`src/rtl/pipe_pkg.sv`:
```
// Shared definitions for pipeline stage registers: occupancy states, default
// widths, the default bubble pattern and field positions inside ctrl/data.
package pipe_pkg;

    typedef enum logic [1:0] {
        EMPTY = 2'd0,
        FULL  = 2'd1,
        SKID  = 2'd2
    } pipe_state_e;

    localparam int CTRL_W_DEFAULT = 32;
    localparam int DATA_W_DEFAULT = 128;
    localparam int CNT_W_DEFAULT  = 8;

    localparam logic [CTRL_W_DEFAULT-1:0] CTRL_BUBBLE_DEFAULT = '0;

    localparam int IF_ID_CTRL_W  = 8;
    localparam int IF_ID_DATA_W  = 64;
    localparam int ID_EX_CTRL_W  = 32;
    localparam int ID_EX_DATA_W  = 128;
    localparam int EX_MEM_CTRL_W = 16;
    localparam int EX_MEM_DATA_W = 128;
    localparam int MEM_WB_CTRL_W = 8;
    localparam int MEM_WB_DATA_W = 64;

    // Control field layout shared by every stage that carries it.
    localparam int CTRL_REG_WR_BIT = 0;
    localparam int CTRL_MEM_WR_BIT = 1;
    localparam int CTRL_BRANCH_BIT = 2;
    localparam int CTRL_JUMP_BIT   = 3;
    localparam int CTRL_ALUOP_LSB  = 4;
    localparam int CTRL_ALUOP_W    = 4;

    // Data field layout for the wide ID/EX word.
    localparam int DATA_PC_LSB  = 0;
    localparam int DATA_IMM_LSB = 32;
    localparam int DATA_RS1_LSB = 64;
    localparam int DATA_RS2_LSB = 96;
    localparam int DATA_RD_LSB  = 123;
    localparam int DATA_REG_W   = 5;

endpackage

```
`src/rtl/pipe_stage_reg_if.sv`:
```
// Upstream and downstream valid/ready channels of one pipeline stage.
// master = producer/consumer side, slave = the stage register itself.
interface pipe_stage_reg_if #(
    parameter int CTRL_W = 32,
    parameter int DATA_W = 128
);
    logic              in_valid;
    logic              in_ready;
    logic [CTRL_W-1:0] in_ctrl;
    logic [DATA_W-1:0] in_data;
    logic              out_valid;
    logic              out_ready;
    logic [CTRL_W-1:0] out_ctrl;
    logic [DATA_W-1:0] out_data;

    modport master (
        output in_valid, in_ctrl, in_data, out_ready,
        input  in_ready, out_valid, out_ctrl, out_data
    );

    modport slave (
        input  in_valid, in_ctrl, in_data, out_ready,
        output in_ready, out_valid, out_ctrl, out_data
    );
endinterface

```
`src/rtl/pipe_skid_buf.sv`:
```
// One-entry skid register and EMPTY/FULL/SKID occupancy FSM; tells the stage
// when to load its output from the input or from the skid entry.
module pipe_skid_buf
    import pipe_pkg::*;
#(
    parameter int CTRL_W = 32,
    parameter int DATA_W = 128
) (
    input  logic              clk,
    input  logic              rst,
    input  logic              flush,
    input  logic              in_valid,
    input  logic [CTRL_W-1:0] in_ctrl,
    input  logic [DATA_W-1:0] in_data,
    input  logic              out_ready,
    output logic              in_ready,
    output logic              load_in,
    output logic              load_skid,
    output logic              clear_out,
    output logic [CTRL_W-1:0] skid_ctrl,
    output logic [DATA_W-1:0] skid_data
);
    pipe_state_e state_q, state_d;
    logic        in_ready_q;
    logic        accept;
    logic        skid_we;

    assign accept   = in_valid & in_ready_q;
    assign in_ready = in_ready_q;

    always_ff @(posedge clk or posedge rst) begin
        if (rst) begin
            state_q    <= EMPTY;
            in_ready_q <= 1'b1;
        end else begin
            state_q    <= state_d;
            in_ready_q <= (state_d != SKID);
        end
    end

    always_comb begin
        // NOTE: every output gets a default first so no path can infer a latch.
        state_d   = state_q;
        load_in   = 1'b0;
        load_skid = 1'b0;
        clear_out = 1'b0;
        skid_we   = 1'b0;
        if (flush) begin
            state_d   = EMPTY;
            clear_out = 1'b1;
        end else begin
            unique case (state_q)
                EMPTY: begin
                    if (accept) begin
                        load_in = 1'b1;
                        state_d = FULL;
                    end
                end
                FULL: begin
                    if (accept && out_ready) begin
                        load_in = 1'b1;
                    end else if (accept) begin
                        skid_we = 1'b1;
                        state_d = SKID;
                    end else if (out_ready) begin
                        clear_out = 1'b1;
                        state_d   = EMPTY;
                    end
                end
                SKID: begin
                    if (out_ready) begin
                        load_skid = 1'b1;
                        state_d   = FULL;
                    end
                end
                default: state_d = EMPTY;
            endcase
        end
    end

    // NOTE: the skid payload has no reset; whether it is meaningful is tracked by state_q alone.
    always_ff @(posedge clk) begin
        if (skid_we) begin
            skid_ctrl <= in_ctrl;
            skid_data <= in_data;
        end
    end

endmodule

```
`src/rtl/pipe_stage_reg.sv`:
```
// Generic pipeline stage register with flush-to-bubble and a saturating stall
// counter. Define PIPE_STAGE_SKID_EN to add a skid entry and a registered in_ready.
module pipe_stage_reg
    import pipe_pkg::*;
#(
    parameter int                CTRL_W      = CTRL_W_DEFAULT,
    parameter int                DATA_W      = DATA_W_DEFAULT,
    parameter logic [CTRL_W-1:0] CTRL_BUBBLE = '0,
    parameter int                CNT_W       = CNT_W_DEFAULT
) (
    input  logic             clk,
    input  logic             rst,
    input  logic             flush,
    pipe_stage_reg_if.slave  bus,
    output logic [CNT_W-1:0] stall_cnt
);
    logic              out_valid_q;
    logic [CTRL_W-1:0] out_ctrl_q;
    logic [DATA_W-1:0] out_data_q;
    logic              load_in;
    logic              load_skid;
    logic              clear_out;
    logic [CTRL_W-1:0] skid_ctrl;
    logic [DATA_W-1:0] skid_data;

`ifdef PIPE_STAGE_SKID_EN
    pipe_skid_buf #(
        .CTRL_W (CTRL_W),
        .DATA_W (DATA_W)
    ) u_skid (
        .clk       (clk),
        .rst       (rst),
        .flush     (flush),
        .in_valid  (bus.in_valid),
        .in_ctrl   (bus.in_ctrl),
        .in_data   (bus.in_data),
        .out_ready (bus.out_ready),
        .in_ready  (bus.in_ready),
        .load_in   (load_in),
        .load_skid (load_skid),
        .clear_out (clear_out),
        .skid_ctrl (skid_ctrl),
        .skid_data (skid_data)
    );
`else
    logic accept;

    assign bus.in_ready = ~out_valid_q | bus.out_ready;
    assign accept       = bus.in_valid & bus.in_ready;
    // Flush discards the word accepted in the same cycle.
    assign load_in      = accept & ~flush;
    assign clear_out    = flush | (out_valid_q & bus.out_ready & ~accept);
    assign load_skid    = 1'b0;
    assign skid_ctrl    = '0;
    assign skid_data    = '0;
`endif

    // NOTE: sequential state uses non-blocking assignments so all flops update together.
    always_ff @(posedge clk or posedge rst) begin
        if (rst) begin
            out_valid_q <= 1'b0;
            out_ctrl_q  <= CTRL_BUBBLE;
            out_data_q  <= '0;
        end else if (clear_out) begin
            out_valid_q <= 1'b0;
            out_ctrl_q  <= CTRL_BUBBLE;
        end else if (load_in) begin
            out_valid_q <= 1'b1;
            out_ctrl_q  <= bus.in_ctrl;
            out_data_q  <= bus.in_data;
        end else if (load_skid) begin
            out_valid_q <= 1'b1;
            out_ctrl_q  <= skid_ctrl;
            out_data_q  <= skid_data;
        end
    end

    always_ff @(posedge clk or posedge rst) begin
        if (rst) begin
            stall_cnt <= '0;
        end else if (out_valid_q && !bus.out_ready && !(&stall_cnt)) begin
            stall_cnt <= stall_cnt + 1'b1;
        end
    end

    assign bus.out_valid = out_valid_q;
    assign bus.out_ctrl  = out_ctrl_q;
    assign bus.out_data  = out_data_q;

endmodule

```
`src/flat_wrapper.sv`:
```
// flat-port wrapper written by rule: the top's interface ports become plain ports
module pipe_stage_reg_flat import pipe_pkg::*;
#(
    parameter int                CTRL_W      = CTRL_W_DEFAULT,
    parameter int                DATA_W      = DATA_W_DEFAULT,
    parameter logic [CTRL_W-1:0] CTRL_BUBBLE = '0,
    parameter int                CNT_W       = CNT_W_DEFAULT
)
  (clk, rst, flush, stall_cnt, bus_in_valid, bus_in_ctrl, bus_in_data, bus_out_ready, bus_in_ready, bus_out_valid, bus_out_ctrl, bus_out_data);
  pipe_stage_reg_if #(.CTRL_W(CTRL_W), .DATA_W(DATA_W)) bus_i ();
  input  logic clk;
  input  logic rst;
  input  logic flush;
  output logic [CNT_W-1:0] stall_cnt;
  input wire logic [$bits(bus_i.in_valid)-1:0] bus_in_valid;
  input wire logic [$bits(bus_i.in_ctrl)-1:0] bus_in_ctrl;
  input wire logic [$bits(bus_i.in_data)-1:0] bus_in_data;
  input wire logic [$bits(bus_i.out_ready)-1:0] bus_out_ready;
  output wire logic [$bits(bus_i.in_ready)-1:0] bus_in_ready;
  output wire logic [$bits(bus_i.out_valid)-1:0] bus_out_valid;
  output wire logic [$bits(bus_i.out_ctrl)-1:0] bus_out_ctrl;
  output wire logic [$bits(bus_i.out_data)-1:0] bus_out_data;
  assign bus_i.in_valid = bus_in_valid;
  assign bus_i.in_ctrl = bus_in_ctrl;
  assign bus_i.in_data = bus_in_data;
  assign bus_i.out_ready = bus_out_ready;
  assign bus_in_ready = bus_i.in_ready;
  assign bus_out_valid = bus_i.out_valid;
  assign bus_out_ctrl = bus_i.out_ctrl;
  assign bus_out_data = bus_i.out_data;
  pipe_stage_reg #(.CTRL_W(CTRL_W), .DATA_W(DATA_W), .CTRL_BUBBLE(CTRL_BUBBLE), .CNT_W(CNT_W)) u_core (.clk(clk), .rst(rst), .flush(flush), .bus(bus_i), .stall_cnt(stall_cnt));
endmodule
```
`config.mk`:
```
export PLATFORM = sky130hd
export DESIGN_NAME = pipe_stage_reg_flat
export DESIGN_NICKNAME = d
export VERILOG_FILES = /design/src/rtl/pipe_pkg.sv /design/src/rtl/pipe_stage_reg_if.sv /design/src/rtl/pipe_skid_buf.sv /design/src/rtl/pipe_stage_reg.sv /design/src/flat_wrapper.sv
export SDC_FILE = /design/constraint.sdc
export NUM_CORES = 1
export LEC_CHECK = 0
export CAP_MARGIN = 20
export CORE_ASPECT_RATIO = 1.75
export CORE_MARGIN = 3
export CORE_UTILIZATION = 35
export DETAILED_ROUTE_END_ITERATION = 7
export PLACE_DENSITY = 0.7
export SLEW_MARGIN = 20
export SYNTH_ARGS = -nofsm -noshare
export SYNTH_HDL_FRONTEND = slang
export SYNTH_SLANG_ARGS = --single-unit
```
`constraint.sdc`:
```
create_clock -name clk -period 5.05 [get_ports clk]
set_input_delay 0.7575 -clock clk [delete_from_list [all_inputs] [get_ports clk]]
set_output_delay 0.7575 -clock clk [all_outputs]
set_load 0.02 [all_outputs]
```
After elaboration in Yosys (flattened, before gate mapping)
Cells that the tools add are included.
{"block": "totals", "output_inout_bits": 170, "input_bits": 165, "word_cells": 26, "ff_bits": 169}
{"block": "classes", "n_mux": 4, "bitwise": 10, "n_addsub": 1, "reduce_logical": 7}
{"operator": "two-way mux 32 bit", "n": 2}
{"operator": "adder 8 x 1 -> 8 bit (second input constant)", "n": 1}
{"operator": "AND reduction 8 bit", "n": 1}
{"operator": "AND 1 bit", "n": 4}
{"operator": "NOT 1 bit", "n": 4}
{"operator": "logical AND 1 bit", "n": 2}
{"operator": "logical NOT 1 bit", "n": 2}
{"operator": "two-way mux 1 bit", "n": 2}
{"operator": "OR 1 bit", "n": 2}
{"operator": "AND reduction 2 bit", "n": 1}
{"operator": "nonzero test 2 bit", "n": 1}

Longest topological paths before layout
Gate-level depths: netlist (run 1).
{"block": "depth", "depth_word": 8, "mapped_depth": 7, "ltp_nobuf": 5}

Worst setup path after synthesis (run 1)
Ideal clock, no wire load.
{"block": "synth_path", "kind": "input to register", "startpoint": "input port bus_out_ready", "endpoint": "register u_core.out_data_q[0] (netlist: u_core.bus.out_data[0])", "path_stages": 7, "arrival_time_ns": 1.772, "required_time_ns": 4.925, "n_path_buf": 2, "setup_time_ns": 0.125, "path_slack_ns": 3.153, "path_cell_list": "nor2b_4 inv_2 nand2_4 nor2_2 buf_6 buf_6 mux2_4"}
{"block": "synth_via", "elab_chain_len": 7, "elab_cells_between_ends": 9, "classes_between": "bitwise: 8; reduce/logical: 1"}
{"element": "from (decl)", "line": "flat_wrapper.sv:18", "rtl": "input wire logic [$bits(bus_i.out_ready)-1:0] bus_out_ready;"}
{"element": "OR 1 bit *", "line": "pipe_stage_reg.sv:48", "rtl": "assign bus.in_ready = ~out_valid_q | bus.out_ready;"}
{"element": "net bus_in_ready", "line": "flat_wrapper.sv:19", "rtl": "output wire logic [$bits(bus_i.in_ready)-1:0] bus_in_ready;"}
{"element": "AND 1 bit *", "line": "pipe_stage_reg.sv:49", "rtl": "assign accept = bus.in_valid & bus.in_ready;"}
{"element": "NOT 1 bit", "line": "pipe_stage_reg.sv:52", "rtl": "assign clear_out = flush | (out_valid_q & bus.out_ready & ~accept);"}
{"element": "AND 1 bit", "line": "pipe_stage_reg.sv:52"}
{"element": "OR 1 bit", "line": "pipe_stage_reg.sv:52"}
{"element": "NOT 1 bit (no line)"}
{"element": "AND reduction 2 bit (no line) *"}
{"element": "to (signal assigned)", "line": "pipe_stage_reg.sv:70", "rtl": "out_data_q <= bus.in_data;"}
{"element": "to (signal assigned)", "line": "pipe_stage_reg.sv:74", "rtl": "out_data_q <= skid_data;"}
{"element": "to (decl)", "line": "pipe_stage_reg.sv:19", "rtl": "logic [DATA_W-1:0] out_data_q;"}
Mark *: on every way through the listed nets, which the timed path passes. The rest lies on a longest branch.
A chain may end at the register's enable or synchronous reset.

Final worst setup path (run 1)
{"block": "layout_path", "startpoint": "input port bus_out_ready", "endpoint": "output port bus_in_ready"}
{"block": "layout_via", "elab_chain_len": 1}
{"element": "OR 1 bit", "line": "pipe_stage_reg.sv:48"}
{"element": "to (decl)", "line": "flat_wrapper.sv:19"}
No other way between the ends.

==> flow_summary.toml, run 1 <==
[status]
outcome = "completed"

[critical_path]
cp_slowest_cell = "clkdlybuf4s50_1"
reg2reg_slack_ns = 2.80
path_cells = "clkdlybuf4s50_1 -> nor2b_4 -> inv_2 -> clkdlybuf4s50_1"
path_class = "input port to output pin"
critPathMostFrequentCell = "clkdlybuf4s50_1"
endpoint_kind = "output pin"
cp_data_arrival_time_ns = 2.08
r2r_cells = 6
r2r_start = "u_core.bus.out_valid$_DFFE_PP0P_"
cp.required_ns = 4.29
critPathLaunchType = "input port"
crit_fanout = 6
worstReg2RegEnd = "u_core.bus.out_data[95]$_DFFE_PP0P_"
cpPeakStageDelay_ns = 0.63

[pwr]
power_frac_clock_pct = 28.3
p_comb_share_pct = 30.8
p_sw_w = 0.00122
power.total_w = 0.00417
p_seq_share_pct = 40.9
vdd_drop_max_v = 0.000249
internal-power_w = 0.00295
p_sw_share_pct = 29.2
p_leak_nw = 4.77
p_per_area_mw_per_mm2 = 380

[floorplan]
start_util_pct = 35.9
die_w_um = 113
rows = 67
ios = 335
core_sq_mm = 0.0194
die_h_um = 192
fp.dieArea_sq_mm = 0.0217

[clocking]
hold_buffers = 0
cts_buffers = 17
insertion_delay_ns = 0.43
clk_pin_slew_worst_paths_ns = 0.06
cts_tree = "built"
cts_buffer_depth = 2
cts_num_sinks = 169
post_cts_buffers = 0
root_buffer = "clkbuf_16"
cts_max_level = 4
cts_resized = 0

[cells_and_area]
layout-drive-gt1-share_pct = 21.2
ff_latch_area_sq_mm = 0.00423
fillers = 1572
fin_util_pct = 56.8
multi_input_area_sq_mm = 0.00253
area.growth.synth_to_final_pct = 58.2
diodes = 0
fin_nets = 952

[global_routing]
grt_max_degree = 115
grt_pass1_vias = 5528
track_usage_pct = 18.5
grt_first_pass_wirelength_um = 30900
grt_overflow = 0
antenna_found_initial = 0

[synth]
ys.flop_type = "dfrtp_1"
synthArstFlopShare_pct = 100
synth_seq_area_share_pct = 60.8
synth-edff-count = 0
synth_nets = 619
syn_area_sq_mm = 0.00695
syn_avg_cell_area_sq_um = 15.3
ys_types = 25
synthCells = 453
synth_warnings = 0
ys_ff_latch = 169

[worst_hold_path]
hold_start = "u_core.stall_cnt[5]$_DFFE_PP0P_"
min_to = "u_core.stall_cnt[5]$_DFFE_PP0P_"
whs_path_depth = 1
hold_path_class = "flop to flop"

[sta]
hold_viol = 0
min_period_over_period_pct = 56.3
tns_ns = 0
fmax_ghz = 0.352
period_needed_ns = 2.84
holdWs_ns = 0.496
fin_skew_ns = 0.0111
maxSlewHeadroom_pct = 31.4
slew_violations = 0
rsz0062_at_grt = "no"
finalSetupViolations = 0
tightestPinTransition_ns = 1.03

[routing]
via_count = 4859
drt_iter0_markers = 190
wirelength_um = 19700
firstDrtPassIters = 4
ant_nets = 0
via_per_inst = 4.68
wl_per_cell_um = 19.0
drcViolationCount = 0

[placed_design]
io_buffer_count = 334
gp_congestion = 0.786
place_hpwl_um = 14600

[job]
cap_violations = 0
through the flow:
step,std cells,setup WS (ns),cell area [sq um]
floorplan,453,2.14,6960
global placement,1008,2.11,10500
detailed placement,1008,2.06,10500
CTS,1039,2.20,11000
global route,1039,2.17,11000
finish,1039,2.21,11000
cell families (layout without fill, tap and decap cells):
logic type | after synthesis | in the layout | share of synthesized area [%]
fa+ha+maj | 1 | 1 | 0.180
mux | 131 | 131 | 27.7
buf+inv | 27 | 372 | 3.02
compound gates | 36 | 36 | 2.70
flops | 169 | 169 | 60.8
simple gates | 85 | 85 | 5.09
xor+xnor | 4 | 4 | 0.504
synthesized netlist by cell type, types with 2 or more instances:
library cell,number,area (sq um)
inv_1,2,7.51
xor2_1,2,17.5
a21oi_1,34,170
nand2_1,69,259
mux2_4,120,1800
dfrtp_1,169,4230
buf_6,14,158
xnor2_1,2,17.5
mux2_2,10,113
nand3_1,2,10.0
nor2_1,4,15.0
nor3_1,4,20.0
buf_2,3,15.0
clkbuf_1,7,26.3
layout make-up:
cell class	count	share of cell area, %
clock buffers	22	4.31
clock inverters	9	0.455
inverters	3	0.137
multi-input cells	257	23.0
flip-flops and latches	169	38.5
well taps	241	2.74
repair buffers	338	30.9
power groups by stage:
stage	Combinational [W]	Clock (W)	Sequential (W)
floorplan	0.000381	0	0.00197
global placement	0.00127	0	0.00172
detailed placement	0.00130	0	0.00173
CTS	0.00130	0.00122	0.00171
global route	0.00135	0.00127	0.00174
finish	0.00129	0.00118	0.00171
placed cells by master, fill, tap and decap left out, types with 2 or more instances in the layout:
master	instances
clkdlybuf4s50_1	334
dfrtp_1	169
mux2_4	120
nand2_1	69
a21oi_1	34
clkbuf_16	17
mux2_2	10
clkinv_2	7
nor3_1	4
nor2_1	4
clkinvlp_4	3
clkbuf_8	3
nand3_1	2
xnor2_1	2
xor2_1	2
clkbuf_1	2
buf_12	2
buf_4	2
worst max-delay path: cells and delay by family:
kind	cells	cell delay, ns
buffers and inverters	3	1.26
AND/OR/NAND/NOR	1	0.07
sequential cells by signal (all words and copies together) (netlist names):
name and flops:
u_core.stall_cnt 8, u_core.bus.out_valid 1, u_core.bus.out_ctrl 32, u_core.bus.out_data 128
worst max-delay path by stage:
stage,startpoint,to,slack (ns),depth (start not counted)
final,bus_out_ready,bus_in_ready,2.21,4
after detailed placement,bus_out_ready,u_core.bus.out_data[2]$_DFFE_PP0P_,2.06,7
after global placement,bus_out_ready,u_core.bus.out_data[9]$_DFFE_PP0P_,2.11,7
after global routing,bus_out_ready,bus_in_ready,2.17,4
after CTS,bus_out_ready,bus_in_ready,2.20,4
after floorplan,rst,u_core.bus.out_ctrl[0]$_DFFE_PP0P_,2.14,1
routing by layer:
metal / vias up / wire length [um] / GRT usage (%)
met5: - / 0 / 0
met4: 0 / 716 / 9.16
met3: 41 / 1400 / 6.84
met2: 225 / 10500 / 31.5
met1: 2398 / 7080 / 20.2
li1: 2195 / - / -
(Power assumes the default switching activity.)
==> inputs of run 2 (changes only) <==
==> constraint.sdc (replaced) <==
create_clock -name clk -period 2.44 [get_ports clk]
set_input_delay 0.366 -clock clk [delete_from_list [all_inputs] [get_ports clk]]
set_output_delay 0.366 -clock clk [all_outputs]
set_load 0.02 [all_outputs]
==> run 2 against run 1 <==
Utilization is 1.0 points higher; sequential cell count stayed put; total power is 110% higher; count of clock-buffer cells in the layout is 2 higher; critical path depth is 1 lower; clock power is 130% higher; largest cell class unchanged; combinational power is 110% higher; sequential power is 110% higher; largest power group unchanged.
==> flow_summary.toml, run 2 (same netlist as run 1, synthesis figures left out) <==
[cells_and_area]
final_cell_count_no_fill = 1050
post-route-cell-area_sq_mm = 0.0112
layout_commonest_cell = "clkdlybuf4s50_1"
largest_reg_flops = 128
area.growth.synth_to_final_pct = 61.1
diodes = 0
final_cell_mix = "334 x clkdlybuf4s50_1, 169 x dfrtp_1, 120 x mux2_4"
fin_nets = 963
layout-drive-gt1-share_pct = 22.0

[routing]
via_count = 4902
wl_met1_um = 6840
route.met3.wl_um = 1600
firstDrtPassIters = 4
drcViolationCount = 0
wirelength_um = 20200
ant_nets = 0
wl_per_cell_um = 19.2
dr_wl_met2_um = 11200
drt_iter0_markers = 162
top_layer_used = "met4"
via_per_inst = 4.67

[clocking]
cts_max_level = 4
hold_buffers = 0
cts_num_sinks = 169
cts_buffers = 17
cts_resized = 0
insertion_delay_ns = 0.44
root_buffer = "clkbuf_16"
cts_tree = "built"
cts_buffer_depth = 2
post_cts_buffers = 0
clk_pin_slew_worst_paths_ns = 0.07

[status]
outcome = "completed"

[sta]
period_needed_ns = 2.07
slew_violations = 0
min_period_over_period_pct = 85.0
hold_viol = 0
fmax_ghz = 0.482
finalSetupViolations = 0
rsz0062_at_grt = "no"
maxSlewHeadroom_pct = 74.2
tightestPinTransition_ns = 0.387
fin_ws_ns = 0.365
fin_skew_ns = 0.0110

[pwr]
p_per_area_mw_per_mm2 = 793
vdd_drop_max_v = 0.000523
power.total_w = 0.00888
p_leak_nw = 4.86

[critical_path]
cp_data_arrival_time_ns = 1.71
endpoint_kind = "output pin"
critPathLaunchType = "flop"
path_class = "flop to output pin"
cpPeakStageDelay_ns = 0.63
cp_slowest_cell = "clkdlybuf4s50_1"
crit_fanout = 4
path_cells = "nor2b_4 -> inv_2 -> clkdlybuf4s50_1"
path_buf_inv = 2
cp.required_ns = 2.07
critPathTopFamily = "buffers and inverters"

[placed_design]
gp_congestion = 0.802
place_inst = 1019
dp_slack_ns = 0.245
dpl_cell_area_sq_mm = 0.0106
place_hpwl_um = 15500
io_buffer_count = 334

[floorplan]
ios = 335
fp.dieArea_sq_mm = 0.0217
start_util_pct = 35.9
rows = 67
core_sq_mm = 0.0194
die_w_um = 113
die_h_um = 192

[global_routing]
grt_first_pass_wirelength_um = 31400
grt_overflow = 0
grt_max_degree = 65
track_usage_pct = 18.7
grt_pass1_vias = 5540
antenna_found_initial = 0

[worst_hold_path]
hold_path_class = "input port to async pin"

[job]
cap_violations = 0
==> run 2: cell count changes in the layout (fill, tap and decap cells not counted) <==
| cell | before | now |
|---|---|---|
| buf_4 | 2 | 7 |
| clkinv_2 | 7 | 2 |
| bufinv_16 | 0 | 2 |
| buf_12 | 2 | 8 |
| o21bai_2 | 0 | 1 |
| o21bai_4 | 1 | 0 |
| clkinvlp_4 | 3 | 4 |
| clkbuf_1 | 2 | 4 |
==> run 2: final timing paths <==
path	start	end	slack [ns]	cells past startpoint
max	u_core.bus.out_valid$_DFFE_PP0P_	bus_in_ready	0.37	3
max reg2reg	u_core.bus.out_valid$_DFFE_PP0P_	u_core.bus.out_data[7]$_DFFE_PP0P_	0.68	7
min reg2reg	u_core.stall_cnt[5]$_DFFE_PP0P_	u_core.stall_cnt[5]$_DFFE_PP0P_	0.50	1
min	rst	u_core.bus.out_data[86]$_DFFE_PP0P_	0.29	2
min in group clk	bus_in_ctrl[30]	u_core.bus.out_ctrl[30]$_DFFE_PP0P_	0.46	3
max in group asynchronous	rst	u_core.stall_cnt[7]$_DFFE_PP0P_	1.45	3
==> run 2: routing by layer <==
layer / up-vias / GRT usage, %
met5: - / 0
met2: 218 / 33.9
met3: 32 / 6.87
met4: 0 / 7.73
met1: 2433 / 19.2
li1: 2219 / -
==> run 2: cell type report <==
cell class                      instances  area (sq um)
Multi-Input combinational cell        257          2520
Timing Repair Buffer                  349          3560
Fill cell                            1563          8170
Clock buffer                           24           482
Clock inverter                          7          92.6
Sequential cell                       169          4230
Inverter                                3          15.0
Tap cell                              241           302
==> run 2: worst register-to-register path, cell delays in order, from the launching register on <==
cell and delay (ns):
dfrtp_1 0.40, nor2b_4 0.14, inv_2 0.09, nand2_4 0.07, nor2_4 0.15, buf_12 0.19
buf_12 0.25, mux2_4 0.34
==> run 2: stage by stage <==
stage               setup TNS (ns)  hold WS [ns]  util, %
global placement                 0         0.484     54.9
detailed placement               0         0.492     54.9
finish                           0         0.291     57.8
floorplan                   -13.64         0.432        -
global route                     0         0.291     57.8
CTS                              0         0.277     57.8
==> run 2: where the power goes <==
group,internal (W),leakage [nW],switching (W),total (W)
Combinational,0.00153,2.54,0.00115,0.00269
Clock,0.00158,0.272,0.00108,0.00266
Sequential,0.00324,2.05,0.000293,0.00353
Total,0.00635,4.86,0.00253,0.00888
